<file path="src/rtl/input_ctrl_pkg.sv">
// input_ctrl_pkg: shared definitions for the input controller.
//   - coin_state_e     : coin shaper FSM states
//   - Sc* localparams  : PS/2 set-2 scan codes mapped to player controls
//   - Joy* localparams : bit positions within the 11-bit joystick / key vectors
//   - coin_load        : counter load value for a pulse/gap length
//   - socd_filter      : opposing-direction cancellation on {up,down,left,right}
package input_ctrl_pkg;

    typedef enum logic [1:0] {
        CoinIdle,
        CoinPulse,
        CoinGap
    } coin_state_e;

    // Player 1 scan codes
    localparam logic [7:0] ScP1Up      = 8'h75;
    localparam logic [7:0] ScP1Down    = 8'h72;
    localparam logic [7:0] ScP1Left    = 8'h6B;
    localparam logic [7:0] ScP1Right   = 8'h74;
    localparam logic [7:0] ScP1B1      = 8'h14;
    localparam logic [7:0] ScP1B2      = 8'h11;
    localparam logic [7:0] ScP1B3      = 8'h29;
    localparam logic [7:0] ScP1Start   = 8'h16;
    localparam logic [7:0] ScP1Coin    = 8'h2E;
    localparam logic [7:0] ScP1Pause   = 8'h4D;
    localparam logic [7:0] ScP1Service = 8'h46;

    // Player 2 scan codes (no keyboard pause for player 2)
    localparam logic [7:0] ScP2Up      = 8'h2D;
    localparam logic [7:0] ScP2Down    = 8'h2B;
    localparam logic [7:0] ScP2Left    = 8'h23;
    localparam logic [7:0] ScP2Right   = 8'h34;
    localparam logic [7:0] ScP2B1      = 8'h1C;
    localparam logic [7:0] ScP2B2      = 8'h1B;
    localparam logic [7:0] ScP2B3      = 8'h15;
    localparam logic [7:0] ScP2Start   = 8'h1E;
    localparam logic [7:0] ScP2Coin    = 8'h36;
    localparam logic [7:0] ScP2Service = 8'h45;

    // Joystick bit layout, reused for the key registers
    localparam int unsigned JoyRight   = 0;
    localparam int unsigned JoyLeft    = 1;
    localparam int unsigned JoyDown    = 2;
    localparam int unsigned JoyUp      = 3;
    localparam int unsigned JoyB1      = 4;
    localparam int unsigned JoyB2      = 5;
    localparam int unsigned JoyB3      = 6;
    localparam int unsigned JoyStart   = 7;
    localparam int unsigned JoyCoin    = 8;
    localparam int unsigned JoyPause   = 9;
    localparam int unsigned JoyService = 10;

    // Counter counts down to 0 inclusive, so load len-1; a zero length saturates at 0.
    function automatic logic [23:0] coin_load(input logic [23:0] len);
        return (len == 24'd0) ? 24'd0 : len - 24'd1;
    endfunction

    // dir = {up,down,left,right}; both of an opposing pair high -> both low.
    function automatic logic [3:0] socd_filter(input logic [3:0] dir, input logic en);
        logic [3:0] res;
        res = dir;
        if (en && dir[3] && dir[2]) res[3:2] = 2'b00;
        if (en && dir[1] && dir[0]) res[1:0] = 2'b00;
        return res;
    endfunction

endpackage

</file>
<file path="src/rtl/coin_pulse.sv">
// coin_pulse: shapes a coin trigger into a fixed-length pulse followed by a
// mandatory low gap. Triggers arriving during the pulse or gap are dropped.
//   clk_sys   : system clock
//   rst_sys_n : asynchronous active-low reset
//   trig_i    : single-cycle rising-edge indication of the merged coin input
//   coin_o    : registered coin pulse, high exactly while in CoinPulse
module coin_pulse #(
    parameter logic [23:0] PULSE_LEN = 24'd960000,
    parameter logic [23:0] GAP_LEN   = 24'd960000
) (
    input  logic clk_sys,
    input  logic rst_sys_n,
    input  logic trig_i,
    output logic coin_o
);
    import input_ctrl_pkg::*;

    coin_state_e state_q, state_d;
    logic [23:0] cnt_q, cnt_d;
    logic        coin_q, coin_d;

    always_comb begin
        state_d = state_q;
        cnt_d   = cnt_q;
        case (state_q)
            CoinIdle: begin
                if (trig_i) begin
                    state_d = CoinPulse;
                    cnt_d   = coin_load(PULSE_LEN);
                end
            end
            CoinPulse: begin
                if (cnt_q == 24'd0) begin
                    state_d = CoinGap;
                    cnt_d   = coin_load(GAP_LEN);
                end else begin
                    cnt_d = cnt_q - 24'd1;
                end
            end
            CoinGap: begin
                if (cnt_q == 24'd0) begin
                    state_d = CoinIdle;
                end else begin
                    cnt_d = cnt_q - 24'd1;
                end
            end
            default: begin
                state_d = CoinIdle;
                cnt_d   = 24'd0;
            end
        endcase
        // Registered copy of "next state is PULSE" keeps coin_o glitch-free.
        coin_d = (state_d == CoinPulse);
    end

    always_ff @(posedge clk_sys or negedge rst_sys_n) begin
        if (!rst_sys_n) begin
            state_q <= CoinIdle;
            cnt_q   <= 24'd0;
            coin_q  <= 1'b0;
        end else begin
            state_q <= state_d;
            cnt_q   <= cnt_d;
            coin_q  <= coin_d;
        end
    end

    assign coin_o = coin_q;

endmodule

</file>
<file path="src/rtl/input_ctrl.sv">
// input_ctrl: merges PS/2 keyboard events with two joysticks into per-player
// controls with optional SOCD cleaning, coin pulse shaping and pause latches.
//   clk_sys, rst_sys_n       : clock, asynchronous active-low reset
//   ps2_key[10:0]            : {toggle, pressed, extended, scan code}
//   joystick_0/1[10:0]       : {service,pause,coin,start,B3,B2,B1,up,down,left,right}
//   p1_dir/p2_dir[3:0]       : {up,down,left,right}, registered
//   p1_buttons/p2_buttons    : {B3,B2,B1}, registered
//   p1_start/p2_start        : registered levels
//   service1/service2        : registered levels
//   p1_coin/p2_coin          : shaped coin pulses
//   p1_pause/p2_pause        : pause latches toggled by pause rising edges
module input_ctrl #(
    parameter logic [23:0] COIN_PULSE_LEN = 24'd960000,
    parameter logic [23:0] COIN_GAP_LEN   = 24'd960000,
    parameter bit          SOCD_CLEAN     = 1'b1
) (
    input  logic        clk_sys,
    input  logic        rst_sys_n,
    input  logic [10:0] ps2_key,
    input  logic [10:0] joystick_0,
    input  logic [10:0] joystick_1,
    output logic [3:0]  p1_dir,
    output logic [3:0]  p2_dir,
    output logic [2:0]  p1_buttons,
    output logic [2:0]  p2_buttons,
    output logic        p1_start,
    output logic        p2_start,
    output logic        service1,
    output logic        service2,
    output logic        p1_coin,
    output logic        p2_coin,
    output logic        p1_pause,
    output logic        p2_pause
);
    import input_ctrl_pkg::*;

    logic        primed_q, primed_d;
    logic        toggle_q, toggle_d;
    logic [10:0] p1_key_q, p1_key_d, p2_key_q, p2_key_d;
    logic [10:0] p1_m, p2_m;
    logic        key_evt;

    logic [3:0]  p1_dir_q, p1_dir_d, p2_dir_q, p2_dir_d;
    logic [2:0]  p1_btn_q, p1_btn_d, p2_btn_q, p2_btn_d;
    logic        p1_start_q, p1_start_d, p2_start_q, p2_start_d;
    logic        svc1_q, svc1_d, svc2_q, svc2_d;
    logic        coin1_prev_q, coin1_prev_d, coin2_prev_q, coin2_prev_d;
    logic        pause1_prev_q, pause1_prev_d, pause2_prev_q, pause2_prev_d;
    logic        pause1_q, pause1_d, pause2_q, pause2_d;
    logic        coin1_rise, coin2_rise;

    // Extended-code flag is deliberately not decoded.
    logic unused_ps2_ext;
    assign unused_ps2_ext = ps2_key[8];

    always_comb begin
        // The first cycle after reset only captures the toggle, so a toggle
        // already high at release is not mistaken for an event.
        primed_d = 1'b1;
        toggle_d = ps2_key[10];
        key_evt  = primed_q && (ps2_key[10] != toggle_q);

        p1_key_d = p1_key_q;
        p2_key_d = p2_key_q;
        if (key_evt) begin
            case (ps2_key[7:0])
                ScP1Up:      p1_key_d[JoyUp]      = ps2_key[9];
                ScP1Down:    p1_key_d[JoyDown]    = ps2_key[9];
                ScP1Left:    p1_key_d[JoyLeft]    = ps2_key[9];
                ScP1Right:   p1_key_d[JoyRight]   = ps2_key[9];
                ScP1B1:      p1_key_d[JoyB1]      = ps2_key[9];
                ScP1B2:      p1_key_d[JoyB2]      = ps2_key[9];
                ScP1B3:      p1_key_d[JoyB3]      = ps2_key[9];
                ScP1Start:   p1_key_d[JoyStart]   = ps2_key[9];
                ScP1Coin:    p1_key_d[JoyCoin]    = ps2_key[9];
                ScP1Pause:   p1_key_d[JoyPause]   = ps2_key[9];
                ScP1Service: p1_key_d[JoyService] = ps2_key[9];
                ScP2Up:      p2_key_d[JoyUp]      = ps2_key[9];
                ScP2Down:    p2_key_d[JoyDown]    = ps2_key[9];
                ScP2Left:    p2_key_d[JoyLeft]    = ps2_key[9];
                ScP2Right:   p2_key_d[JoyRight]   = ps2_key[9];
                ScP2B1:      p2_key_d[JoyB1]      = ps2_key[9];
                ScP2B2:      p2_key_d[JoyB2]      = ps2_key[9];
                ScP2B3:      p2_key_d[JoyB3]      = ps2_key[9];
                ScP2Start:   p2_key_d[JoyStart]   = ps2_key[9];
                ScP2Coin:    p2_key_d[JoyCoin]    = ps2_key[9];
                ScP2Service: p2_key_d[JoyService] = ps2_key[9];
                default: ;
            endcase
        end

        // p2_key_q[JoyPause] is never written, so player-2 pause is joystick only.
        p1_m = p1_key_q | joystick_0;
        p2_m = p2_key_q | joystick_1;

        p1_dir_d   = socd_filter({p1_m[JoyUp], p1_m[JoyDown], p1_m[JoyLeft], p1_m[JoyRight]},
                                 SOCD_CLEAN);
        p2_dir_d   = socd_filter({p2_m[JoyUp], p2_m[JoyDown], p2_m[JoyLeft], p2_m[JoyRight]},
                                 SOCD_CLEAN);
        p1_btn_d   = {p1_m[JoyB3], p1_m[JoyB2], p1_m[JoyB1]};
        p2_btn_d   = {p2_m[JoyB3], p2_m[JoyB2], p2_m[JoyB1]};
        p1_start_d = p1_m[JoyStart];
        p2_start_d = p2_m[JoyStart];
        svc1_d     = p1_m[JoyService];
        svc2_d     = p2_m[JoyService];

        // Edge history tracks inputs even while unprimed; edges are only
        // honoured once primed, so inputs held across reset never fire.
        coin1_prev_d  = p1_m[JoyCoin];
        coin2_prev_d  = p2_m[JoyCoin];
        pause1_prev_d = p1_m[JoyPause];
        pause2_prev_d = p2_m[JoyPause];
        coin1_rise    = primed_q && p1_m[JoyCoin] && !coin1_prev_q;
        coin2_rise    = primed_q && p2_m[JoyCoin] && !coin2_prev_q;
        pause1_d      = pause1_q ^ (primed_q && p1_m[JoyPause] && !pause1_prev_q);
        pause2_d      = pause2_q ^ (primed_q && p2_m[JoyPause] && !pause2_prev_q);
    end

    always_ff @(posedge clk_sys or negedge rst_sys_n) begin
        if (!rst_sys_n) begin
            primed_q      <= 1'b0;
            toggle_q      <= 1'b0;
            p1_key_q      <= 11'd0;
            p2_key_q      <= 11'd0;
            p1_dir_q      <= 4'd0;
            p2_dir_q      <= 4'd0;
            p1_btn_q      <= 3'd0;
            p2_btn_q      <= 3'd0;
            p1_start_q    <= 1'b0;
            p2_start_q    <= 1'b0;
            svc1_q        <= 1'b0;
            svc2_q        <= 1'b0;
            coin1_prev_q  <= 1'b0;
            coin2_prev_q  <= 1'b0;
            pause1_prev_q <= 1'b0;
            pause2_prev_q <= 1'b0;
            pause1_q      <= 1'b0;
            pause2_q      <= 1'b0;
        end else begin
            primed_q      <= primed_d;
            toggle_q      <= toggle_d;
            p1_key_q      <= p1_key_d;
            p2_key_q      <= p2_key_d;
            p1_dir_q      <= p1_dir_d;
            p2_dir_q      <= p2_dir_d;
            p1_btn_q      <= p1_btn_d;
            p2_btn_q      <= p2_btn_d;
            p1_start_q    <= p1_start_d;
            p2_start_q    <= p2_start_d;
            svc1_q        <= svc1_d;
            svc2_q        <= svc2_d;
            coin1_prev_q  <= coin1_prev_d;
            coin2_prev_q  <= coin2_prev_d;
            pause1_prev_q <= pause1_prev_d;
            pause2_prev_q <= pause2_prev_d;
            pause1_q      <= pause1_d;
            pause2_q      <= pause2_d;
        end
    end

    coin_pulse #(
        .PULSE_LEN(COIN_PULSE_LEN),
        .GAP_LEN  (COIN_GAP_LEN)
    ) u_coin1 (
        .clk_sys  (clk_sys),
        .rst_sys_n(rst_sys_n),
        .trig_i   (coin1_rise),
        .coin_o   (p1_coin)
    );

    coin_pulse #(
        .PULSE_LEN(COIN_PULSE_LEN),
        .GAP_LEN  (COIN_GAP_LEN)
    ) u_coin2 (
        .clk_sys  (clk_sys),
        .rst_sys_n(rst_sys_n),
        .trig_i   (coin2_rise),
        .coin_o   (p2_coin)
    );

    assign p1_dir     = p1_dir_q;
    assign p2_dir     = p2_dir_q;
    assign p1_buttons = p1_btn_q;
    assign p2_buttons = p2_btn_q;
    assign p1_start   = p1_start_q;
    assign p2_start   = p2_start_q;
    assign service1   = svc1_q;
    assign service2   = svc2_q;
    assign p1_pause   = pause1_q;
    assign p2_pause   = pause2_q;

endmodule
</file>
<file path="config.mk">
export PLATFORM = sky130hd
export DESIGN_NAME = input_ctrl
export DESIGN_NICKNAME = d
export VERILOG_FILES = /design/src/rtl/input_ctrl_pkg.sv /design/src/rtl/coin_pulse.sv /design/src/rtl/input_ctrl.sv
export SDC_FILE = /design/constraint.sdc
export NUM_CORES = 1
export LEC_CHECK = 0
export CAP_MARGIN = 20
export CORE_UTILIZATION = 60
export CTS_BUF_LIST = sky130_fd_sc_hd__clkbuf_8 sky130_fd_sc_hd__clkbuf_16
export CTS_CLUSTER_DIAMETER = 30
export DETAILED_ROUTE_END_ITERATION = 7
export DONT_BUFFER_PORTS = 1
export PLACE_DENSITY_LB_ADDON = 0.1
export SYNTH_ARGS = -nofsm -noshare
export SYNTH_HDL_FRONTEND = slang
export SYNTH_SLANG_ARGS = --single-unit
</file>
<file path="constraint.sdc">
create_clock -name clk_sys -period 4.9 [get_ports clk_sys]
set_input_delay 0.735 -clock clk_sys [delete_from_list [all_inputs] [get_ports clk_sys]]
set_output_delay 0.735 -clock clk_sys [all_outputs]
set_load 0.01 [all_outputs]
</file>
* Word level (Yosys, flattened, before mapping)
Index checks and enable logic that the tools add are counted.
** Operators by class
- Div/mod/pow operators :: 0
- Eq/ne operators :: 32
- Multiplexer cells :: 20
- Add/sub/neg operators :: 2
- $mul :: 0
- Bitwise gates (word level) :: 4
- Shift operators :: 0
- Magnitude comparators :: 0
- Reduce and logical (&&, ||, !) cells :: 44
** Operator list (count)
- 24-bit two-way mux :: 6
- 24-bit case mux with 3 select lines :: 2
- 8-bit by 5-bit == test with 1-bit output, second input constant :: 7
- 8-bit by 6-bit == test with 1-bit output, second input constant :: 7
- 8-bit by 7-bit == test with 1-bit output, second input constant :: 7
- 24-bit zero test :: 2
- 24-bit by 1-bit subtractor with 24-bit output, second input constant :: 2
- 2-bit AND reduction :: 23
- 11-bit OR :: 2
- 2-bit two-way mux :: 10
- 1-bit logical AND :: 13
- 2-bit case mux with 3 select lines :: 2
- 2-bit by 1-bit == test with 1-bit output, second input constant :: 4
- 2-bit inequality test, second input constant :: 4
- 2-bit == test, second input constant :: 2
- 1-bit zero test :: 4
- 2-bit zero test :: 2
- 1-bit XOR :: 2
- 1-bit inequality test :: 1
** Storage, ports and cells
- Bits in latches :: 0
- Output and inout port bits :: 22
- Memory bits (read-only) :: 0
- RAM bits :: 0
- Flip-flop bits (word level) :: 101
- Memories kept :: 0

* Depth between registers and ports, before layout
Gate-level depths: netlist of the first run.
- Word-level depth :: 6
- Depth in mapped cells :: 9
- Mapped depth without buffers :: 8

* By module
From an unflattened synthesis of the first run, not the netlist that was laid out.
** Unflattened totals
- Cells, all modules :: 537
- Area total of the unflattened synthesis :: 5557.8 um2
** Modules (own cells, without submodules)
- input_ctrl :: cells each 152, instances 1, area an instance 2075.7 um2
- coin_pulse at u_coin1 :: cells each 193, instances 1, area an instance 1749.2 um2
- coin_pulse at u_coin2 :: cells each 192, instances 1, area an instance 1732.9 um2

* Least setup slack after synthesis of the first run
Ideal clock, no wire load.
- Path type :: register to register
- Start point :: register u_coin1.cnt_q[16]
- End point :: register u_coin1.cnt_q[2]
- Setup slack :: 2379 ps
- Cell stages (with the launch flop) :: 8
- Arrival time :: 2398 ps
- Period minus slack after synthesis :: 2521 ps
- Cell sequence :: dfrtp_1 or4_1 or3_4 or4_4 buf_6 a21oi_2 nor2_1 o221a_1
** On the way
- Longest elaborated chain between the ends :: 3
** Ends and longest elaborated chain
- from (decl) :: RTL line coin_pulse.sv:19 : logic [23:0] cnt_q, cnt_d;
- from (signal assigned) :: RTL line coin_pulse.sv:63 : cnt_q <= cnt_d;
- 24-bit zero test * :: RTL line coin_pulse.sv:33, coin_pulse.sv:41
- 24-bit two-way mux or 2-bit inequality test (tied branches)
- 24-bit case mux with 3 select lines or 2-bit AND reduction (tied branches)
Every way passes the cells marked *; elsewhere a longest branch is shown, timed or not.
A chain may end at the register's enable or synchronous reset.

* Final worst setup path of the first run
- Start point :: register u_coin1.cnt_q[9]
- End point :: register u_coin1.cnt_q[17]
** On the way
- Longest elaborated chain between the ends :: 3
** Ends and longest elaborated chain
- 24-bit by 1-bit subtractor with 24-bit output or 24-bit zero test (tied branches)
- 24-bit two-way mux, or another cell as far along :: RTL line coin_pulse.sv:41 : if (cnt_q == 24'd0) begin
- 24-bit case mux with 3 select lines or 2-bit AND reduction (tied branches)
Parallel ways exist; a longest one is shown, timed or not. The select of a mux whose other input is x is not followed.

==> flow_summary.ini, run 1 <==
[status]
status = finished clean

[detailed_routing]
vias = 4364
first_pass_iters = 5
routed_wl_mm = 11.96
drt_iter0_drc = 406
via_per_inst = 6.553
drc = 0
wl_per_cell_um = 17.95
ant_nets = 0

[global_route]
antenna_found_initial = 0
grt_max_degree = 102
grt_pass1_wl_mm = 20.35
overflow = 0
first_global_vias = 4305
grtUsageTotal_pct = 26.49

[timing]
tightestPinTransition_ps = 1055
period_share_pct = 61.22
fmax_mhz = 333.4
slew_headroom_pct = 29.15
setup_tns_ps = 0
fin_skew_ps = 14.23
holdWs_ps = 48.12
rsz0062_at_grt = no
hold_viol_final = 0
fin_crit_ps = 3000
setup_viol = 0
drv_slew = 0

[setup_path]
critPathRequiredTime_ps = 5130
slowest_delay_ps = 770
ff2ff_setup_slack_ps = 1900
slowest_stage = or4_4
r2r-end = u_coin1.cnt_q[17]
start_kind = flip-flop
crit_path_end_kind = flip-flop
critPathKind = flip-flop to flip-flop
reg2reg_from = u_coin1.cnt_q[9]
cp_max_fo = 22
cp.arrival_ps = 3230
crit_chain = nor4_1 > nand4b_1 > or4_4 > a211oi_2 > a32oi_1 > o311ai_0
r2r_cells = 6

[synth]
synth_cell_types = 65
ys.warnings.count = 0
synth_ff_type = dfrtp_1
ys_ff_latch = 101
synthCells = 565
seq_area_frac_synth_pct = 46.94
synth-edff-count = 0
avgSynthCellArea_um2 = 9.529
syn-cell-area_um2 = 5384
synthArstFlopShare_pct = 100.0
syn-num-nets = 604

[power]
p_leak_nw = 2.164
ir_worst_vdd_mv = 0.1990
power_density_nw_per_um2 = 253.0

[cells_and_area]
nNetsFinal = 593
area_growth_pct = 4.160
postLayoutCellArea_um2 = 5608
nFillCells = 692
drive_gt1_share_pct = 12.54
antenna_cells = 0

[floorplanning]
core-area_um2 = 8721
die-height_um = 96.73
dieArea_um2 = 9356
die_w_um = 96.73
pin_count = 57
placementRows = 34
start_util_pct = 61.74

[clocking]
clockBufferDepth = 2
cts_tree = yes
htreeDepth = 3
cts_setup_buffers = 0
post_cts_resized = 0
cts_buffers = 9
cts_hold_buf = 0
clock_latency_ps = 360
clock_sinks = 101
cts-root-buf = clkbuf_8
clk_pin_slew_worst_paths_ps = 100

[placement]
dpl.hpwl_mm = 8.119
io_buffer_count = 0
placed_area_um2 = 5423
gp_congestion = 0.8716

[worst_hold_path]
min_path_type = input port to async pin

[run]
max-cap-violations = 0
synthesized netlist by cell type, types with 2 or more instances:
master / number / area share, %
a2111oi_0: 4 / 0.65
a211oi_1: 8 / 1.1
a21o_1: 2 / 0.28
a21oi_1: 35 / 3.3
a21oi_2: 3 / 0.49
a221oi_1: 2 / 0.33
a31oi_1: 8 / 0.93
and2_1: 5 / 0.58
and3_1: 6 / 0.70
buf_2: 2 / 0.19
buf_6: 2 / 0.42
clkbuf_1: 20 / 1.4
dfrtp_1: 101 / 47
ha_1: 4 / 0.93
inv_1: 13 / 0.91
mux2_2: 21 / 4.4
nand2_1: 41 / 2.9
nand2b_1: 4 / 0.46
nand3_1: 15 / 1.4
nand3b_1: 7 / 0.98
nand4_1: 4 / 0.46
nand4b_1: 3 / 0.49
nor2_1: 64 / 4.5
nor2b_1: 2 / 0.23
nor3_1: 25 / 2.3
nor3b_1: 4 / 0.56
nor4_1: 11 / 1.3
nor4b_1: 5 / 0.81
nor4bb_1: 2 / 0.37
o211ai_1: 3 / 0.42
o21a_1: 5 / 0.70
o21ai_0: 36 / 3.3
o221a_1: 3 / 0.63
o221a_2: 6 / 1.3
o22ai_1: 6 / 0.70
o311ai_0: 3 / 0.49
o31a_1: 2 / 0.33
o31ai_1: 4 / 0.56
or2_2: 13 / 1.5
or3_1: 8 / 0.93
or3b_2: 2 / 0.33
or4_1: 5 / 0.70
xnor2_1: 20 / 3.3
xor2_1: 5 / 0.81
cell families (layout without fill, tap and decap cells):
logic type | Yosys count | count (layout) | share of synthesized area, %
AOI/OAI and AO/OA | 144 | 144 | 17.94
xor gates and xnor gates | 25 | 25 | 4.067
adders and majority gates | 4 | 4 | 0.9296
buffers and inverters | 38 | 31 | 2.975
DFF | 101 | 101 | 46.94
muxes | 21 | 21 | 4.392
other | 1 | 1 | 0.06965
and+or+nand+nor | 231 | 231 | 22.68
metrics by stage:
step                      total power [mW]  util [%]  setup WS (ps)  std cells
after floorplan                     0.9249         -           2379        565
after global placement              0.9321     62.18           1918        650
after detailed placement            0.9337     62.18           1834        650
after CTS                            1.434     64.25           1765        665
after global routing                 1.470     64.30           1713        666
final                                1.419     64.30           1900        666
layout by cell type (no fill, tap or decap), types with 11 or more instances in the layout:
master,synthesis,final
dfrtp_1,101,101
nor2_1,64,64
nand2_1,41,41
o21ai_0,36,36
a21oi_1,35,35
nor3_1,25,25
mux2_2,21,21
xnor2_1,20,20
nand3_1,15,15
inv_1,13,13
or2_2,13,13
nor4_1,11,11
worst max-delay path, delay by kind of cell (launching register included):
kind	cells	cell delay [ps]
AND/OR/NAND/NOR	3	1780
flip-flops	1	460
AO/OA/AOI/OAI	3	620
per-layer routing:
| metal | part of all wire [%] | vias to the layer above | track usage [%] |
|---|---|---|---|
| met3 | 7.0 | 17 | 4.986 |
| met2 | 47 | 169 | 42.36 |
| li1 | - | 2052 | - |
| met5 | 0 | - | 0 |
| met1 | 44 | 2126 | 36.31 |
| met4 | 1.6 | 0 | 9.414 |
how the worst max path moves through the flow:
stage / depth (start not counted) / slack [ps] / to / start
after floorplan: 7 / 2380 / u_coin1.cnt_q[2] / u_coin1.cnt_q[16]
after global placement: 6 / 1920 / u_coin2.cnt_q[11] / u_coin2.cnt_q[2]
after detailed placement: 6 / 1830 / u_coin2.cnt_q[22] / u_coin2.cnt_q[2]
after CTS: 6 / 1760 / u_coin2.cnt_q[20] / u_coin2.cnt_q[2]
after global routing: 6 / 1710 / u_coin1.cnt_q[17] / u_coin1.cnt_q[9]
final: 6 / 1900 / u_coin1.cnt_q[17] / u_coin1.cnt_q[9]
area by class of cell:
type                    count  area [um^2]  share of cell area [%]
inverters                  13        48.80                  0.8701
flip-flops and latches    101         2527                   45.07
repair buffers              3        20.02                  0.3570
well taps                 108        135.1                   2.410
clock inverters             6        56.30                   1.004
multi-input cells         426         2696                   48.08
clock buffers               9        123.9                   2.209
flip-flops by register name, indices dropped and copies added (netlist names), 2 cells and up:
register	flops
u_coin1.cnt_q	24
u_coin2.cnt_q	24
p1_key_q	11
p2_key_q	10
p1_dir	4
p2_dir	4
p1_buttons	3
p2_buttons	3
u_coin1.state_q	2
u_coin2.state_q	2
report_power, final:
group / switching (mW) / internal (mW)
sequential: 0.0249 / 0.856
combinational: 0.0150 / 0.0203
clock: 0.309 / 0.193
Note: power is estimated with default switching activity, not from simulation.
==> run 2, diff against run 1 <==
clock period = 2.86 ns   (was 4.9 ns; I/O delays follow)
==> run 2 against run 1 <==
- routed wire length increased by 4.9%
- total power grew 75%
- worst hold slack gained 21 ps
- sequential power up 71%
- critical path depth did not move
- global-route usage rose by 1.5 points
- combinational power grew to 2.6 times the previous value
- non-clock buffer count rose by 24
- via count rose by 2.3%
- fmax grew 11%
- critical path type unchanged
- largest cell class unchanged
- highest routed layer unchanged
==> flow_summary.ini, run 2 (same netlist as run 1, synthesis figures left out) <==
[status]
status = finished clean

[timing]
fin_skew_ps = 9.112
rsz0062_at_grt = no
slew_headroom_pct = 51.66
worst_slack_ps = 147.9
period_share_pct = 94.83
drv_slew = 0
fin_crit_ps = 2712
holdWs_ps = 68.72
fmax_mhz = 368.7
tightestPinTransition_ps = 725.1
setup_tns_ps = 0
setup_viol = 0
hold_viol_final = 0

[setup_path]
cp_max_fo = 10
ff2ff_setup_slack_ps = 150
crit_path_end_kind = flip-flop
slowest_stage = or4_4
cp.arrival_ps = 3010
critPathRequiredTime_ps = 3150
slowest_delay_ps = 610
critPathKind = flip-flop to flip-flop
crit_chain = or4_1 > or3_4 > or4_4 > a211oi_2 > o21ai_0 > o211ai_1
start_kind = flip-flop

[cells_and_area]
reg_top3 = u_coin1.cnt_q x24, u_coin2.cnt_q x24, p1_key_q x11
nNetsFinal = 617
final_cell_mix = dfrtp_1 (101), nor2_1 (64), nand2_1 (41)
area_growth_pct = 7.925
stdcell_count = 690
layout_commonest_cell = dfrtp_1
drive_gt1_share_pct = 15.98
antenna_cells = 0

[clocking]
cts_setup_buffers = 0
cts_tree = yes
cts-root-buf = clkbuf_8
clockBufferDepth = 2
htreeDepth = 3
clock_sinks = 101
post_cts_resized = 0
cts_buffers = 9
clk_pin_slew_worst_paths_ps = 100
clock_latency_ps = 380

[power]
power_density_nw_per_um2 = 426.5
ir_worst_vdd_mv = 0.2997
fin_total_pwr_mw = 2.478
p_leak_nw = 2.287
sw_frac_of_total_pct = 25.92
power.share.clock_pct = 35.3
seqPwrFrac_pct = 60.9
power.internal_mw = 1.836
pwr-share-comb_pct = 3.7
p_switching_mw = 0.6424

[global_route]
antenna_found_initial = 0
grtUsageTotal_pct = 27.94
grt_max_degree = 102
overflow = 0
first_global_vias = 4403
grt_pass1_wl_mm = 21.27

[floorplanning]
core-area_um2 = 8721
die_w_um = 96.73
pin_count = 57
dieArea_um2 = 9356
placementRows = 34
start_util_pct = 61.74
die-height_um = 96.73

[detailed_routing]
drt_iter0_drc = 325
vias = 4464
first_pass_iters = 6
drc = 0
ant_nets = 0
wl_per_cell_um = 18.18
routed_wl_mm = 12.55
via_per_inst = 6.470

[placement]
dp_slack_ps = 184.2
dp_cells = 673
gp_congestion = 0.8973
dpl.hpwl_mm = 8.458
io_buffer_count = 0

[run]
max-cap-violations = 0

[worst_hold_path]
min_path_type = input port to flip-flop
-- run 2: per-stage QoR --
| stage | util, % | instance area [um^2] |
|---|---|---|
| 2_1_floorplan | - | 5384 |
| 3_3_place_gp | 64.16 | 5595 |
| 3_5_place_dp | 64.16 | 5595 |
| 4_1_cts | 66.63 | 5811 |
| 5_1_grt | 66.63 | 5811 |
| 6_report | 66.63 | 5811 |
-- run 2: critical path: cells and delay by family (launching register included) --
| kind | cells | cell delay (ps) |
|---|---|---|
| DFF | 1 | 380 |
| AOI/OAI and AO/OA | 3 | 630 |
| and+or+nand+nor | 3 | 1610 |
-- run 2: timing repair --
action                                  in CTS  in global routing
hold buffers                                 2                  0
endpoints found under the setup margin       0                  0
hold endpoints to repair                   101                  0
-- run 2: metal layers --
layer  share of wire (%)  track usage, %  up-vias
li1                    -               -     2103
met1                  45           38.89     2182
met2                  47           44.64      167
met3                 7.1           6.358       12
met4                0.96           6.889        0
met5                   0               0        -
-- run 2: layout make-up --
| cell class | count | area [um^2] |
|---|---|---|
| clock inverters | 6 | 53.80 |
| repair buffers | 27 | 225.2 |
| inverters | 13 | 48.80 |
| flip-flops and latches | 101 | 2527 |
| multi-input cells | 426 | 2696 |
| clock buffers | 9 | 123.9 |
| well taps | 108 | 135.1 |
| fillers | 690 | 2910 |
-- run 2: final timing paths --
path	from	end	cells past startpoint
setup / recovery	u_coin1.cnt_q[16]	u_coin1.cnt_q[5]	6
setup reg to reg	u_coin1.cnt_q[16]	u_coin1.cnt_q[5]	6
hold reg to reg	p1_key_q[1]	p1_dir[0]	1
min in group asynchronous	rst_sys_n	u_coin1.cnt_q[4]	2
max in group asynchronous	rst_sys_n	u_coin2.cnt_q[15]	2
hold / removal	joystick_1[9]	pause2_prev_q	0
-- run 2: power by group through the flow --
stage,Combinational (mW),Clock [mW],Sequential (mW)
finish,0.0923,0.876,1.51
global route,0.107,0.949,1.52
CTS,0.0950,0.896,1.51
detailed placement,0.0611,0,1.54
global placement,0.0581,0,1.54
floorplan,0.0573,0,1.53
